==> config.mk <==
export PLATFORM = sky130hd
export DESIGN_NAME = wb_regfile_fwd_flat
export DESIGN_NICKNAME = d
export VERILOG_FILES = /design/src/rtl/wb_regfile_fwd_if.sv /design/src/rtl/wb_regfile_fwd.sv /design/src/flat_wrapper.sv
export SDC_FILE = /design/constraint.sdc
export NUM_CORES = 2
export LEC_CHECK = 0
export CAP_MARGIN = 20
export CORE_MARGIN = 2
export CORE_UTILIZATION = 60
export CTS_CLUSTER_DIAMETER = 50
export DETAILED_ROUTE_END_ITERATION = 7
export PLACE_DENSITY = 0.79
export SLEW_MARGIN = 20
export SYNTH_ARGS = -nofsm -noshare
export SYNTH_HDL_FRONTEND = slang
export SYNTH_SLANG_ARGS = --single-unit
==> constraint.sdc <==
create_clock -name clk -period 8 [get_ports clk]
set_input_delay 1.6 -clock clk [delete_from_list [all_inputs] [get_ports clk]]
set_output_delay 1.6 -clock clk [all_outputs]
set_load 0.01 [all_outputs]
==> src/rtl/wb_regfile_fwd_if.sv <==
// MEM/WB writeback, ID read and EX forwarding bus for wb_regfile_fwd.
// master drives the pipeline-side inputs; slave is the register file block.
interface wb_regfile_fwd_if #(
  parameter int DATA_W = 32,
  parameter int ADDR_W = 5,
  parameter int CNT_W  = 32
);
  logic              RegWrite;
  logic              MemtoReg;
  logic [DATA_W-1:0] readDataOut;
  logic [DATA_W-1:0] ALUresultOut;
  logic [ADDR_W-1:0] writeRegOut;
  logic [ADDR_W-1:0] readReg1;
  logic [ADDR_W-1:0] readReg2;
  logic [DATA_W-1:0] readData1;
  logic [DATA_W-1:0] readData2;
  logic [DATA_W-1:0] wbData;
  logic [ADDR_W-1:0] exRs;
  logic [ADDR_W-1:0] exRt;
  logic              memRegWrite;
  logic [ADDR_W-1:0] memWriteReg;
  logic [1:0]        forwardA;
  logic [1:0]        forwardB;
  logic [CNT_W-1:0]  writeCount;

  modport master (
    output RegWrite, MemtoReg, readDataOut, ALUresultOut, writeRegOut,
           readReg1, readReg2, exRs, exRt, memRegWrite, memWriteReg,
    input  readData1, readData2, wbData, forwardA, forwardB, writeCount
  );

  modport slave (
    input  RegWrite, MemtoReg, readDataOut, ALUresultOut, writeRegOut,
           readReg1, readReg2, exRs, exRt, memRegWrite, memWriteReg,
    output readData1, readData2, wbData, forwardA, forwardB, writeCount
  );
endinterface

==> src/rtl/wb_regfile_fwd.sv <==
// MIPS writeback stage: 32-entry register file, ID read ports, EX forwarding selects, commit counter.
// Optional same-cycle write->read bypass enabled by defining WB_REGFILE_BYPASS_EN.
module wb_regfile_fwd_sel #(
  parameter int ADDR_W = 5
) (
  input  logic [ADDR_W-1:0] i_ex_reg,
  input  logic              i_mem_we,
  input  logic [ADDR_W-1:0] i_mem_dst,
  input  logic              i_wb_we,
  input  logic [ADDR_W-1:0] i_wb_dst,
  output logic [1:0]        o_sel
);
  logic w_mem_hit, w_wb_hit;
  assign w_mem_hit = i_mem_we && (i_mem_dst != '0) && (i_mem_dst == i_ex_reg);
  assign w_wb_hit  = i_wb_we  && (i_wb_dst  != '0) && (i_wb_dst  == i_ex_reg);
  // EX/MEM holds the younger producer, so it wins over MEM/WB
  assign o_sel = w_mem_hit ? 2'b10 : (w_wb_hit ? 2'b01 : 2'b00);
endmodule

module wb_regfile_fwd #(
  parameter int DATA_W = 32,
  parameter int ADDR_W = 5,
  parameter int CNT_W  = 32
) (
  input  logic        clk,
  input  logic        reset,
  wb_regfile_fwd_if.slave bus
);
  localparam int NREG  = 2**ADDR_W;
  localparam int PORTS = 2;

  logic [NREG-1:0][DATA_W-1:0]  r_regs;
  logic [CNT_W-1:0]             r_cnt;
  logic [DATA_W-1:0]            w_wb;
  logic                         w_wr_ok;
  logic                         w_commit;
  logic [PORTS-1:0][ADDR_W-1:0] w_raddr;
  logic [PORTS-1:0][DATA_W-1:0] w_rdata;
  logic [PORTS-1:0][ADDR_W-1:0] w_ex_reg;
  logic [PORTS-1:0][1:0]        w_fwd;

  assign w_wb     = bus.MemtoReg ? bus.readDataOut : bus.ALUresultOut;
  assign w_wr_ok  = bus.RegWrite && (bus.writeRegOut != '0);
  assign w_commit = w_wr_ok && !reset;

  always_ff @(posedge clk) begin
    if (reset) begin
      r_regs <= '0;
      r_cnt  <= '0;
    end else if (w_commit) begin
      r_regs[bus.writeRegOut] <= w_wb;
      r_cnt                   <= r_cnt + CNT_W'(1);
    end
  end

  assign w_raddr  = {bus.readReg2, bus.readReg1};
  assign w_ex_reg = {bus.exRt, bus.exRs};

  for (genvar p = 0; p < PORTS; p++) begin : g_port
`ifdef WB_REGFILE_BYPASS_EN
    assign w_rdata[p] = (w_raddr[p] == '0) ? '0 :
                        (w_commit && (w_raddr[p] == bus.writeRegOut)) ? w_wb :
                        r_regs[w_raddr[p]];
`else
    assign w_rdata[p] = (w_raddr[p] == '0) ? '0 : r_regs[w_raddr[p]];
`endif

    wb_regfile_fwd_sel #(.ADDR_W(ADDR_W)) u_fwd (
      .i_ex_reg  (w_ex_reg[p]),
      .i_mem_we  (bus.memRegWrite),
      .i_mem_dst (bus.memWriteReg),
      .i_wb_we   (bus.RegWrite),
      .i_wb_dst  (bus.writeRegOut),
      .o_sel     (w_fwd[p])
    );
  end

  assign bus.readData1  = w_rdata[0];
  assign bus.readData2  = w_rdata[1];
  assign bus.wbData     = w_wb;
  assign bus.forwardA   = w_fwd[0];
  assign bus.forwardB   = w_fwd[1];
  assign bus.writeCount = r_cnt;
endmodule

==> src/flat_wrapper.sv <==
// flat-port wrapper written by rule: the top's interface ports become plain ports
module wb_regfile_fwd_flat 
#(
  parameter int DATA_W = 32,
  parameter int ADDR_W = 5,
  parameter int CNT_W  = 32
)
  (clk, reset, bus_RegWrite, bus_MemtoReg, bus_readDataOut, bus_ALUresultOut, bus_writeRegOut, bus_readReg1, bus_readReg2, bus_exRs, bus_exRt, bus_memRegWrite, bus_memWriteReg, bus_readData1, bus_readData2, bus_wbData, bus_forwardA, bus_forwardB, bus_writeCount);
  wb_regfile_fwd_if #(.DATA_W(DATA_W), .ADDR_W(ADDR_W), .CNT_W(CNT_W)) bus_i ();
  input  logic clk;
  input  logic reset;
  input wire logic [$bits(bus_i.RegWrite)-1:0] bus_RegWrite;
  input wire logic [$bits(bus_i.MemtoReg)-1:0] bus_MemtoReg;
  input wire logic [$bits(bus_i.readDataOut)-1:0] bus_readDataOut;
  input wire logic [$bits(bus_i.ALUresultOut)-1:0] bus_ALUresultOut;
  input wire logic [$bits(bus_i.writeRegOut)-1:0] bus_writeRegOut;
  input wire logic [$bits(bus_i.readReg1)-1:0] bus_readReg1;
  input wire logic [$bits(bus_i.readReg2)-1:0] bus_readReg2;
  input wire logic [$bits(bus_i.exRs)-1:0] bus_exRs;
  input wire logic [$bits(bus_i.exRt)-1:0] bus_exRt;
  input wire logic [$bits(bus_i.memRegWrite)-1:0] bus_memRegWrite;
  input wire logic [$bits(bus_i.memWriteReg)-1:0] bus_memWriteReg;
  output wire logic [$bits(bus_i.readData1)-1:0] bus_readData1;
  output wire logic [$bits(bus_i.readData2)-1:0] bus_readData2;
  output wire logic [$bits(bus_i.wbData)-1:0] bus_wbData;
  output wire logic [$bits(bus_i.forwardA)-1:0] bus_forwardA;
  output wire logic [$bits(bus_i.forwardB)-1:0] bus_forwardB;
  output wire logic [$bits(bus_i.writeCount)-1:0] bus_writeCount;
  assign bus_i.RegWrite = bus_RegWrite;
  assign bus_i.MemtoReg = bus_MemtoReg;
  assign bus_i.readDataOut = bus_readDataOut;
  assign bus_i.ALUresultOut = bus_ALUresultOut;
  assign bus_i.writeRegOut = bus_writeRegOut;
  assign bus_i.readReg1 = bus_readReg1;
  assign bus_i.readReg2 = bus_readReg2;
  assign bus_i.exRs = bus_exRs;
  assign bus_i.exRt = bus_exRt;
  assign bus_i.memRegWrite = bus_memRegWrite;
  assign bus_i.memWriteReg = bus_memWriteReg;
  assign bus_readData1 = bus_i.readData1;
  assign bus_readData2 = bus_i.readData2;
  assign bus_wbData = bus_i.wbData;
  assign bus_forwardA = bus_i.forwardA;
  assign bus_forwardB = bus_i.forwardB;
  assign bus_writeCount = bus_i.writeCount;
  wb_regfile_fwd #(.DATA_W(DATA_W), .ADDR_W(ADDR_W), .CNT_W(CNT_W)) u_core (.clk(clk), .reset(reset), .bus(bus_i));
endmodule
==> reports/qor.csv <==
stage,metric,value,unit
setup_path,WP data arrival,5.42,ns
cts,H-tree depth,3,
placed_design,Final HPWL DP,105000,µm
synth,Post-Syn Instances,5106,
routing,Antenna Nets Post-Route,0,
sta,Slew @ Worst Pin,1.17,ns
placed_design,port buffer count,230,
pwr,Pwr Density,198,mW/mm²
setup_path,Crit. End Element,output pin,
routing,vias per std cell,7.25,
synth,Post-synth EDFFs,0,
synth,Async SR Flop Fraction,0,%
cts,TritonCTS clock tree,yes,
placed_design,Post-DP Area,0.0562,mm²
final_layout,# fillers,6158,
cts,Hold Buf Count CTS,0,
cts,clk sinks,1056,
global_route,total gr overflow,0,
synth,Post-synth top flop,dfxtp_1,
synth,syn_area_per_cell,10.5,µm²
floorplanning,Chip Width,302,µm
floorplanning,core area,0.0882,mm²
sta,Fin Setup TNS,0,ns
final_layout,Nets,5055,
synth,Yosys cell types,45,
cts,Longest Clk Path Bufs,3,
placed_design,dpl ws,1.13,ns
routing,1st-iter DRT viols,6548,
sta,fin worst setup slack,0.984,ns
global_route,pin count of the biggest net entering global routing,198,
global_route,global-route wire length before repair,267000,µm
synth,post-synth top area share,39.6,%
worst_hold_path,Tightest Hold Check Type,flop to flop,
run_status,status,finished clean,
synth,register area share after synthesis,39.6,%
sta,Final Hold Viols,0,
sta,period utilisation layout,87.7,%
final_layout,fin util,68.4,%
routing,First-pass DRT Iterations,8,
sta,Worst Skew,0.00900,ns
setup_path,worst setup path class,input pin to output pin,
sta,Pins Over Slew Limit,0,
synth,count of state elements after synthesis,1056,
cts,Post-CTS Setup Inserts,0,
setup_path,flop-to-flop setup slack,5.83,ns
pwr,static leakage,18.6,nW
sta,final setup vio count,0,
global_route,Total Routing Usage GR,38.3,%
global_route,vias in the first global route,43500,
synth,syn nets,5206,
routing,DRC violations left,0,
synth,"top cells by area, synth","dfxtp_1, mux4_2, a211oi_1",
final_layout,area grow syn2layout,13.1,%
final_layout,share of layout cells above drive strength 1,21.8,%
sta,Achievable Freq,0.143,GHz
routing,DR vias,45100,
routing,WL final,177000,µm
final_layout,final instance area,0.0603,mm²
setup_path,CP required,6.40,ns
cts,Root Buffer,clkbuf_16,
cts,Clock Latency Late Sink,0.67,ns
pwr,overall power,0.0119,W
sta,RSZ-0062 raised after global routing,false,
flow_run,max capacitance violation total,0,
routing,average wire per standard cell,28.5,µm
floorplanning,initial core utilization,60.5,%
sta,Max-Slew Margin vs Limit,22.1,%
placed_design,gpl congestion,0.906,
cts,clock transition at the registers of the reported paths,0.05,ns
cts,post-CTS sizing,0,
synth,"area leader, netlist",dfxtp_1,
floorplanning,number of core rows,109,
synth,yosys warns,0,
floorplanning,I/O pins,231,
floorplanning,die height,302,µm
setup_path,CP startpoint kind,input pin,
cts,CTS Buf Count,113,
synth,Synth Cell Area,0.0534,mm²
floorplanning,die area,0.0913,mm²
pwr,maximum VDD drop,208,µV
sta,Final Critical Period,7.02,ns
setup_path,CP Max Fanout,22,
global_route,initial antenna violation count,7,
-- layer usage --
layer / wire (µm) / global-route usage, %
met1: 65600 / 51.0
met2: 78300 / 56.9
met3: 22000 / 9.32
met4: 11300 / 22.9
met5: 53 / 0
-- cell families (layout without fill, tap and decap cells) --
| logic type | Yosys count | in the layout | share of synthesized area [%] |
|---|---|---|---|
| compound gates | 1421 | 1421 | 21.5 |
| xor+xnor | 25 | 25 | 0.410 |
| fa+ha+maj | 1 | 1 | 0.0234 |
| buf+inv | 668 | 614 | 5.32 |
| flops | 1056 | 1056 | 39.6 |
| mux | 675 | 675 | 23.3 |
| other cells | 0 | 3 | 0 |
| simple gates | 1260 | 1260 | 9.85 |
-- synth_stat cells (24+ instances only) --
| cell type | n |
|---|---|
| mux4_2 | 448 |
| clkbuf_1 | 464 |
| inv_1 | 36 |
| a22oi_1 | 64 |
| nor2_1 | 1030 |
| a221oi_1 | 47 |
| a211oi_2 | 168 |
| dfxtp_1 | 1056 |
| mux2_2 | 66 |
| a311oi_1 | 64 |
| nand2_1 | 45 |
| a21oi_1 | 24 |
| o21ai_0 | 122 |
| mux2i_1 | 161 |
| buf_2 | 93 |
| buf_1 | 35 |
| nor2b_1 | 103 |
| a211oi_1 | 888 |
-- cells in the final DEF (no fill, tap or decap), drive strengths merged, types with 9 or more instances in the layout --
master and count:
a211oi 1056, a21oi 24, a221oi 47, a22oi 64, a311oi 64, buf 144, clkbuf 174, clkdlybuf4s50 218
clkinv 22, dfxtp 1056, inv 42, mux2 66, mux2i 161, mux4 448, nand2 45, nand4 9
nor2 1031, nor2b 103, o2111ai 21, o21ai 122, o31ai 15, or3 11, or4 20, xor2 18
-- worst max-delay path, cell delays in order --
cell and delay (ns):
buf_2 0.57, or2_2 0.65, or4_2 0.46, buf_4 0.40, o21ai_0 0.21, a311oi_1 0.79, clkdlybuf4s50_1 0.69
-- flip-flops by register name, indices dropped and copies added, names as in the netlist --
name and count:
u_core.bus.writeCount 32, u_core.r_regs 1024
-- final cells by class --
type                            instances  area [µm²]  share of cell area [%]
Sequential cell                      1056       21100                    35.0
Antenna cell                            3        7.51                  0.0124
Multi-Input combinational cell       3382       30000                    49.7
Inverter                               37         141                   0.234
Clock inverter                         41         442                   0.732
Timing Repair Buffer                  365        3700                    6.14
Clock buffer                          171        3430                    5.69
Tap cell                             1165        1460                    2.42
-- power by group --
| part | total, W | leakage, nW | internal, W | switching, W |
|---|---|---|---|---|
| Combinational | 0.00121 | 8.22 | 0.000422 | 0.000783 |
| Sequential | 0.00533 | 8.51 | 0.00530 | 0.0000289 |
| Clock | 0.00542 | 1.90 | 0.00319 | 0.00223 |
-- metrics by stage --
stage                     instances  hold slack, ns
final                          6220           0.477
after global routing           6217           0.493
after CTS                      6206           0.480
after detailed placement       5994           0.470
after global placement         5991           0.463
after floorplan                5106           0.451
-- final timing paths --
path                             startpoint                   endpoint  cells past startpoint
hold / removal            u_core.r_regs[11]          u_core.r_regs[11]                      1
setup / recovery            bus_readReg2[4]          bus_readData2[19]                      7
setup reg to reg  u_core.bus.writeCount[13]  u_core.bus.writeCount[31]                      4
hold reg to reg           u_core.r_regs[11]          u_core.r_regs[11]                      1
Note: power is estimated with default switching activity, not from simulation.
